File: src/rtl/jpeg_pkg.sv
// jpeg_pkg: shared widths, standard JPEG luma/chroma quant tables (row-major,
// index = row*8 + column) and their 17-bit round(65536/Q) reciprocal tables.
package jpeg_pkg;
  localparam int JPEG_LANES = 8;
  localparam int JPEG_CW = 10;
  localparam int JPEG_QW = 8;
  typedef logic [0:63][7:0] qtab_t;
  typedef logic [0:63][16:0] rtab_t;
  localparam qtab_t LUMA_Q = '{
    8'd16, 8'd11, 8'd10, 8'd16, 8'd24, 8'd40, 8'd51, 8'd61,
    8'd12, 8'd12, 8'd14, 8'd19, 8'd26, 8'd58, 8'd60, 8'd55,
    8'd14, 8'd13, 8'd16, 8'd24, 8'd40, 8'd57, 8'd69, 8'd56,
    8'd14, 8'd17, 8'd22, 8'd29, 8'd51, 8'd87, 8'd80, 8'd62,
    8'd18, 8'd22, 8'd37, 8'd56, 8'd68, 8'd109, 8'd103, 8'd77,
    8'd24, 8'd35, 8'd55, 8'd64, 8'd81, 8'd104, 8'd113, 8'd92,
    8'd49, 8'd64, 8'd78, 8'd87, 8'd103, 8'd121, 8'd120, 8'd101,
    8'd72, 8'd92, 8'd95, 8'd98, 8'd112, 8'd100, 8'd103, 8'd99};
  localparam qtab_t CHROMA_Q = '{
    8'd17, 8'd18, 8'd24, 8'd47, 8'd99, 8'd99, 8'd99, 8'd99,
    8'd18, 8'd21, 8'd26, 8'd66, 8'd99, 8'd99, 8'd99, 8'd99,
    8'd24, 8'd26, 8'd56, 8'd99, 8'd99, 8'd99, 8'd99, 8'd99,
    8'd47, 8'd66, 8'd99, 8'd99, 8'd99, 8'd99, 8'd99, 8'd99,
    8'd99, 8'd99, 8'd99, 8'd99, 8'd99, 8'd99, 8'd99, 8'd99,
    8'd99, 8'd99, 8'd99, 8'd99, 8'd99, 8'd99, 8'd99, 8'd99,
    8'd99, 8'd99, 8'd99, 8'd99, 8'd99, 8'd99, 8'd99, 8'd99,
    8'd99, 8'd99, 8'd99, 8'd99, 8'd99, 8'd99, 8'd99, 8'd99};
  function automatic rtab_t mk_recip(input qtab_t t);
    rtab_t r;
    for (int i = 0; i < 64; i++) r[i] = (17'd65536 + 17'(t[i] >> 1)) / 17'(t[i]);
    return r;
  endfunction
  localparam rtab_t LUMA_RECIP = mk_recip(LUMA_Q);
  localparam rtab_t CHROMA_RECIP = mk_recip(CHROMA_Q);
endpackage

File: src/rtl/quant_lane.sv
// quant_lane: one coefficient; S1 multiplies by reciprocal, S2 rounds/truncates
// and saturates. DCT_QUANT_ROUND_EN selects round-half-away-from-zero.
module quant_lane #(
  parameter int CW = 10,
  parameter int QW = 8
)(
  input  logic                 clk,
  input  logic                 reset,
  input  logic                 en,
  input  logic signed [CW-1:0] coeff,
  input  logic [16:0]          recip,
  output logic [QW-1:0]        q
);
  localparam int PW = CW + 18;
  localparam int MW = PW - 16;
  localparam logic [MW-1:0] POS_LIM = MW'(2 ** (QW - 1) - 1);
  localparam logic [MW-1:0] NEG_LIM = MW'(2 ** (QW - 1));
  localparam logic [QW-1:0] QMAX = {1'b0, {(QW - 1){1'b1}}};
  localparam logic [QW-1:0] QMIN = {1'b1, {(QW - 1){1'b0}}};
  logic signed [PW-1:0] ce, re, p_d, p_q;
  logic [PW-1:0] mag;
  logic [MW-1:0] qm;
  logic [QW-1:0] q_d, q_q;
  always_comb begin
    ce = PW'(coeff);
    re = PW'($signed({1'b0, recip}));
    p_d = ce * re;
    mag = p_q[PW-1] ? -p_q : p_q;
`ifdef DCT_QUANT_ROUND_EN
    qm = MW'((mag + PW'(32768)) >> 16);
`else
    qm = MW'(mag >> 16);
`endif
    q_d = p_q[PW-1] ? (qm > NEG_LIM ? QMIN : QW'(-qm)) : (qm > POS_LIM ? QMAX : QW'(qm));
  end
  always_ff @(posedge clk) begin
    if (reset) begin
      p_q <= '0;
      q_q <= '0;
    end else if (en) begin
      p_q <= p_d;
      q_q <= q_d;
    end
  end
  assign q = q_q;
endmodule

File: src/rtl/dct_quantizer.sv
// dct_quantizer: 2-stage JPEG quantizer, one 8-lane DCT row per cycle with
// backpressure. Rounding mode set by macro DCT_QUANT_ROUND_EN (else truncation).
module dct_quantizer import jpeg_pkg::*; #(
  parameter int LANES = JPEG_LANES,
  parameter int CW = JPEG_CW,
  parameter int QW = JPEG_QW
)(
  input  logic                  clk,
  input  logic                  reset,
  input  logic [LANES*CW-1:0]   in_data,
  input  logic                  in_valid,
  output logic                  in_ready,
  input  logic                  chroma,
  output logic [LANES*QW-1:0]   out_data,
  output logic                  out_valid,
  input  logic                  out_ready,
  output logic                  out_last
);
  logic [2:0] row_q, row_d;
  logic chroma_q, chroma_d, v1_q, v2_q, l1_q, l2_q, adv, acc, sel;
  assign adv = !v2_q || out_ready;
  assign acc = in_valid && adv;
  // row 0 uses the live chroma input; the rest of the block uses the latched copy
  assign sel = (row_q == 3'd0) ? chroma : chroma_q;
  always_comb begin
    row_d = acc ? row_q + 3'd1 : row_q;
    chroma_d = (acc && row_q == 3'd0) ? chroma : chroma_q;
  end
  always_ff @(posedge clk) begin
    if (reset) begin
      row_q <= '0;
      chroma_q <= 1'b0;
      v1_q <= 1'b0;
      v2_q <= 1'b0;
      l1_q <= 1'b0;
      l2_q <= 1'b0;
    end else begin
      row_q <= row_d;
      chroma_q <= chroma_d;
      if (adv) begin
        v1_q <= in_valid;
        l1_q <= in_valid && row_q == 3'd7;
        v2_q <= v1_q;
        l2_q <= l1_q;
      end
    end
  end
  for (genvar k = 0; k < LANES; k++) begin : g_lane
    logic [16:0] recip;
    assign recip = sel ? CHROMA_RECIP[{row_q, 3'(k)}] : LUMA_RECIP[{row_q, 3'(k)}];
    quant_lane #(.CW(CW), .QW(QW)) u_lane (
      .clk   (clk),
      .reset (reset),
      .en    (adv),
      .coeff (in_data[k*CW +: CW]),
      .recip (recip),
      .q     (out_data[k*QW +: QW])
    );
  end
  assign in_ready = adv;
  assign out_valid = v2_q;
  assign out_last = l2_q;
endmodule

File: config.mk
export PLATFORM = sky130hd
export DESIGN_NAME = dct_quantizer
export DESIGN_NICKNAME = d
export VERILOG_FILES = /design/src/rtl/jpeg_pkg.sv /design/src/rtl/quant_lane.sv /design/src/rtl/dct_quantizer.sv
export SDC_FILE = /design/constraint.sdc
export NUM_CORES = 2
export LEC_CHECK = 0
export ABC_AREA = 1
export BUFFER_PORTS_ARGS = -buffer_cell sky130_fd_sc_hd__buf_2
export CORE_MARGIN = 1.5
export CORE_UTILIZATION = 70
export CTS_CLUSTER_SIZE = 10
export DETAILED_ROUTE_END_ITERATION = 7
export HOLD_SLACK_MARGIN = 0.15
export PLACE_DENSITY = 0.85
export SYNTH_ARGS = -nofsm -noshare
export SYNTH_HDL_FRONTEND = slang
export SYNTH_SLANG_ARGS = --single-unit
File: constraint.sdc
create_clock -name clk -period 17.2 [get_ports clk]
set_input_delay 4.3 -clock clk [delete_from_list [all_inputs] [get_ports clk]]
set_output_delay 4.3 -clock clk [all_outputs]
set_load 0.005 [all_outputs]
==> metrics list <==
- The region available for standard cell placement spans approximately 76000 um2.
* Synthesized flop and latch total: 296
* Count of unique library cells instantiated by Yosys: 54
- The first global-routing pass estimated 239 mm of wire.
- The synthesized netlist devotes 10.4% of its cell area to compound gates.
- Gates resized during post-CTS repair numbered 0.
- Max Transition Viols Final: 0
- Chip Height: 279 um
* Average wire length per cell after detail routing: about 17 um
- fa_1 takes more of the synthesized area than any other cell.
- After clock tree synthesis, the clock-pin slew on the worst setup and hold paths is approximately 0.060 ns.
* Final min period: ~11 ns
- The top cell type by area accounts for 23.6% of the synthesized area.
- The worst setup path is launched from a primary input.
- The flow ran to the end, and the final reports show no timing, DRC or antenna violations.
* Post-synth top cells: inv_1 (1592), nand2_1 (1586), nor2_1 (1079)
- Max-cap violations in this run came to 0.
* HPWL Detailed: 118 mm
* Syn Nets: between 9000 and 10000
* Synthesized instance count: 7697
- TritonCTS clock tree: yes
- Ratio of cells with drive above 1 in the final layout: 4.52%
* Slew headroom: 29.9%
- The portion of synthesized area spent on multiplexers is 0%.
- Clock Skews: 0.0239 ns
- Number of antenna violations at the first check in global routing: 19
- Number of I/O pins: roughly 150
- From left edge to right edge, the die measures roughly 280 um.
- Input and output buffers added on the ports amount to 151.
- Of the total synthesized cell area, the portion taken by AND, OR, NAND and NOR gates is between 20% and 30%.
* Hold WC Path Type: register to register
- The pre-antenna-repair detailed-routing pass consisted of 8 iterations.
- After synthesis the cells add up to 53500 um2.
- Number of hold buffers added after CTS: 0
- The H-tree generated during clock tree synthesis spans 2 levels.
* Number of vias per cell after detailed routing: 5.69
- Starting DRC count in detailed routing: 3866
* EDFF count, synth: 0
* Global placer's final weighted congestion: 0.987
- Final Hold Violating Endpoints: 0
- STA puts the critical path data arrival time at 11.33 ns.
- Overflow left after global routing: 0
- Critical Path RT: 17.67 ns
* CP Capture Type: register
* Synth Warn #: 0
- In the synthesized netlist the dominant register cell turns out to be dfxtp_1.
- RSZ-0062 raised after global routing: no
* Worst-case hold slack: 0.469 ns
- Post-synthesis share of cell area spent on full adders, half adders and majority gates: between 30% and 40%
- The via count of the first global-routing pass is 48400.
* Die footprint: just under 80000 um2
* Number of buffers on the longest clock path: 3
* Antenna Nets Post-Route: 0
- Synth-to-layout area growth: 4.97%
- Register area share after synthesis: 11.1%
* Worst Max-Slew Pin Slew: 1.04 ns
- DRC Markers: 0
* Avg Cell Area, Syn: just under 7 um2
* Highest-delay cell along the critical path: nor2_1
- Setup violators final: 0
- In this run the core area contains 101 standard-cell rows.
* Smallest setup slack after layout: 6.33 ns
- Vias: 49700
- Area contributors post-synth: fa_1 (24%), ha_1 (15%), inv_1 (11%)
- Starting Density: between 70% and 80%
* Total routing usage reported by global routing: about 37%
- The setup path with the least slack is of type primary input to register.
- Longest individual stage delay on the worst path: 0.76 ns
* Post-layout nets: 9102
- Post-detailed-routing wire length: between 100 and 150 mm
- Clock buffers created by TritonCTS: 40
- Portion of the clock cycle consumed by the worst path in the final layout: 63.2%
* Share of synthesized flip-flops with an asynchronous set or reset: 0%
* Largest net degree at the start of global routing: 189
* Biggest fanout along the worst timing path: 38
- Among all cell types in the netlist, the one instantiated most often is inv_1.
- Static timing analysis puts the maximum clock frequency at 0.0920 GHz.
* Fillcell total: 6320
- Share of the synthesized netlist area taken by xor and xnor gates: 1.92%
* Combinational family with the most area after synthesis: adder cells
- The clock net in this run drives a total of 296 sinks.
- Clock tree root driver cell: clkbuf_16
* Clock latency at the later pin of the worst-skew pair: 0.59 ns
* Setup Slack @ Placement: 5.81 ns
- Sum Neg Setup Slack: 0 ns
- Post-CTS timing repair inserted 0 buffers for setup.
-- cells by family (layout without fill, tap and decap cells) --
family,after synthesis,after routing
simple gates,3236,3236
buf+inv,1818,1869
fa+ha+maj,1292,1292
compound gates,938,938
flops,296,296
xor+xnor,117,117
other cells,0,8
-- cells in the final DEF, fill, tap and decap left out, drive strengths merged, types with 2 or more instances in the layout --
cell type / n
inv: 1630
nand2: 1590
nor2: 1107
ha: 661
fa: 631
nand3: 375
o21ai: 338
a21oi: 303
dfxtp: 296
buf: 167
o21bai: 102
o211ai: 90
xor2: 77
clkbuf: 57
nand4: 51
nor3: 50
xnor2: 40
or2: 29
a31oi: 22
nand3b: 21
a21o: 19
a21boi: 17
o221ai: 13
clkinv: 13
a221oi: 12
diode: 8
a211oi: 7
o21a: 6
nor4: 5
a31o: 4
and2: 3
nor3b: 3
and3: 2
clkinvlp: 2
o31ai: 2
o22ai: 2
-- per-layer routing --
| layer | track usage (%) | vias to the layer above | part of all wire, % |
|---|---|---|---|
| met3 | 6.80 | 423 | 8.8 |
| met2 | 62.6 | 2097 | 46 |
| li1 | - | 23800 | - |
| met1 | 48.4 | 23400 | 41 |
| met5 | 0 | - | 0.094 |
| met4 | 14.3 | 20 | 4.1 |
-- through the flow --
| stage | cell area, um2 | util, % | std cells |
|---|---|---|---|
| 6_report | 56100 | 74.0 | 8734 |
| 5_1_grt | 56100 | 74.0 | 8731 |
| 4_1_cts | 56100 | 74.0 | 8726 |
| 3_5_place_dp | 54900 | 72.4 | 8661 |
| 3_3_place_gp | 54900 | 72.4 | 8661 |
| 2_1_floorplan | 53500 | - | 7697 |
-- worst max-delay path: cells and delay by family --
family | cells | cell delay, ns
AO/OA/AOI/OAI | 6 | 1.41
adder cells (fa/ha/maj) | 6 | 2.78
buffers and inverters | 8 | 1.18
AND/OR/NAND/NOR | 7 | 1.61
-- final cells by class --
cell class                 count  area, um2  area share [%]
clock inverter                 8       60.1           0.107
clock buffer                  57       1170            2.08
antenna                        8       20.0          0.0357
timing repair buffer         167        888            1.58
inverter                    1637       6160            11.0
tap                          978       1220            2.18
multi-input combinational   5583      40700            72.5
sequential                   296       5930            10.6
-- sequential cells by signal, summed over array words and instances (netlist names) --
| name | flops |
|---|---|
| g_lane.u_lane.p_q | 224 |
| g_lane.u_lane.q | 64 |
| row_q | 3 |
| chroma_q | 1 |
| l1_q | 1 |
| out_last | 1 |
| out_valid | 1 |
| v1_q | 1 |
-- path summary, 6_finish.rpt --
kind | from | to | slack, ns | cells past startpoint
worst max-delay path | chroma | g_lane[4].u_lane.p_q[19]$_SDFFE_PP0N_ | 6.33 | 27
worst min-delay path | v1_q$_SDFFE_PP0N_ | v1_q$_SDFFE_PP0N_ | 0.47 | 2
worst max register to register | row_q[1]$_SDFFE_PP0P_ | g_lane[4].u_lane.p_q[19]$_SDFFE_PP0N_ | 8.76 | 31
worst min register to register | v1_q$_SDFFE_PP0N_ | v1_q$_SDFFE_PP0N_ | 0.47 | 2
Power is left out: the tool's default activity adds up to more than one toggle a clock period on the data nets, which glitch-free logic cannot reach.
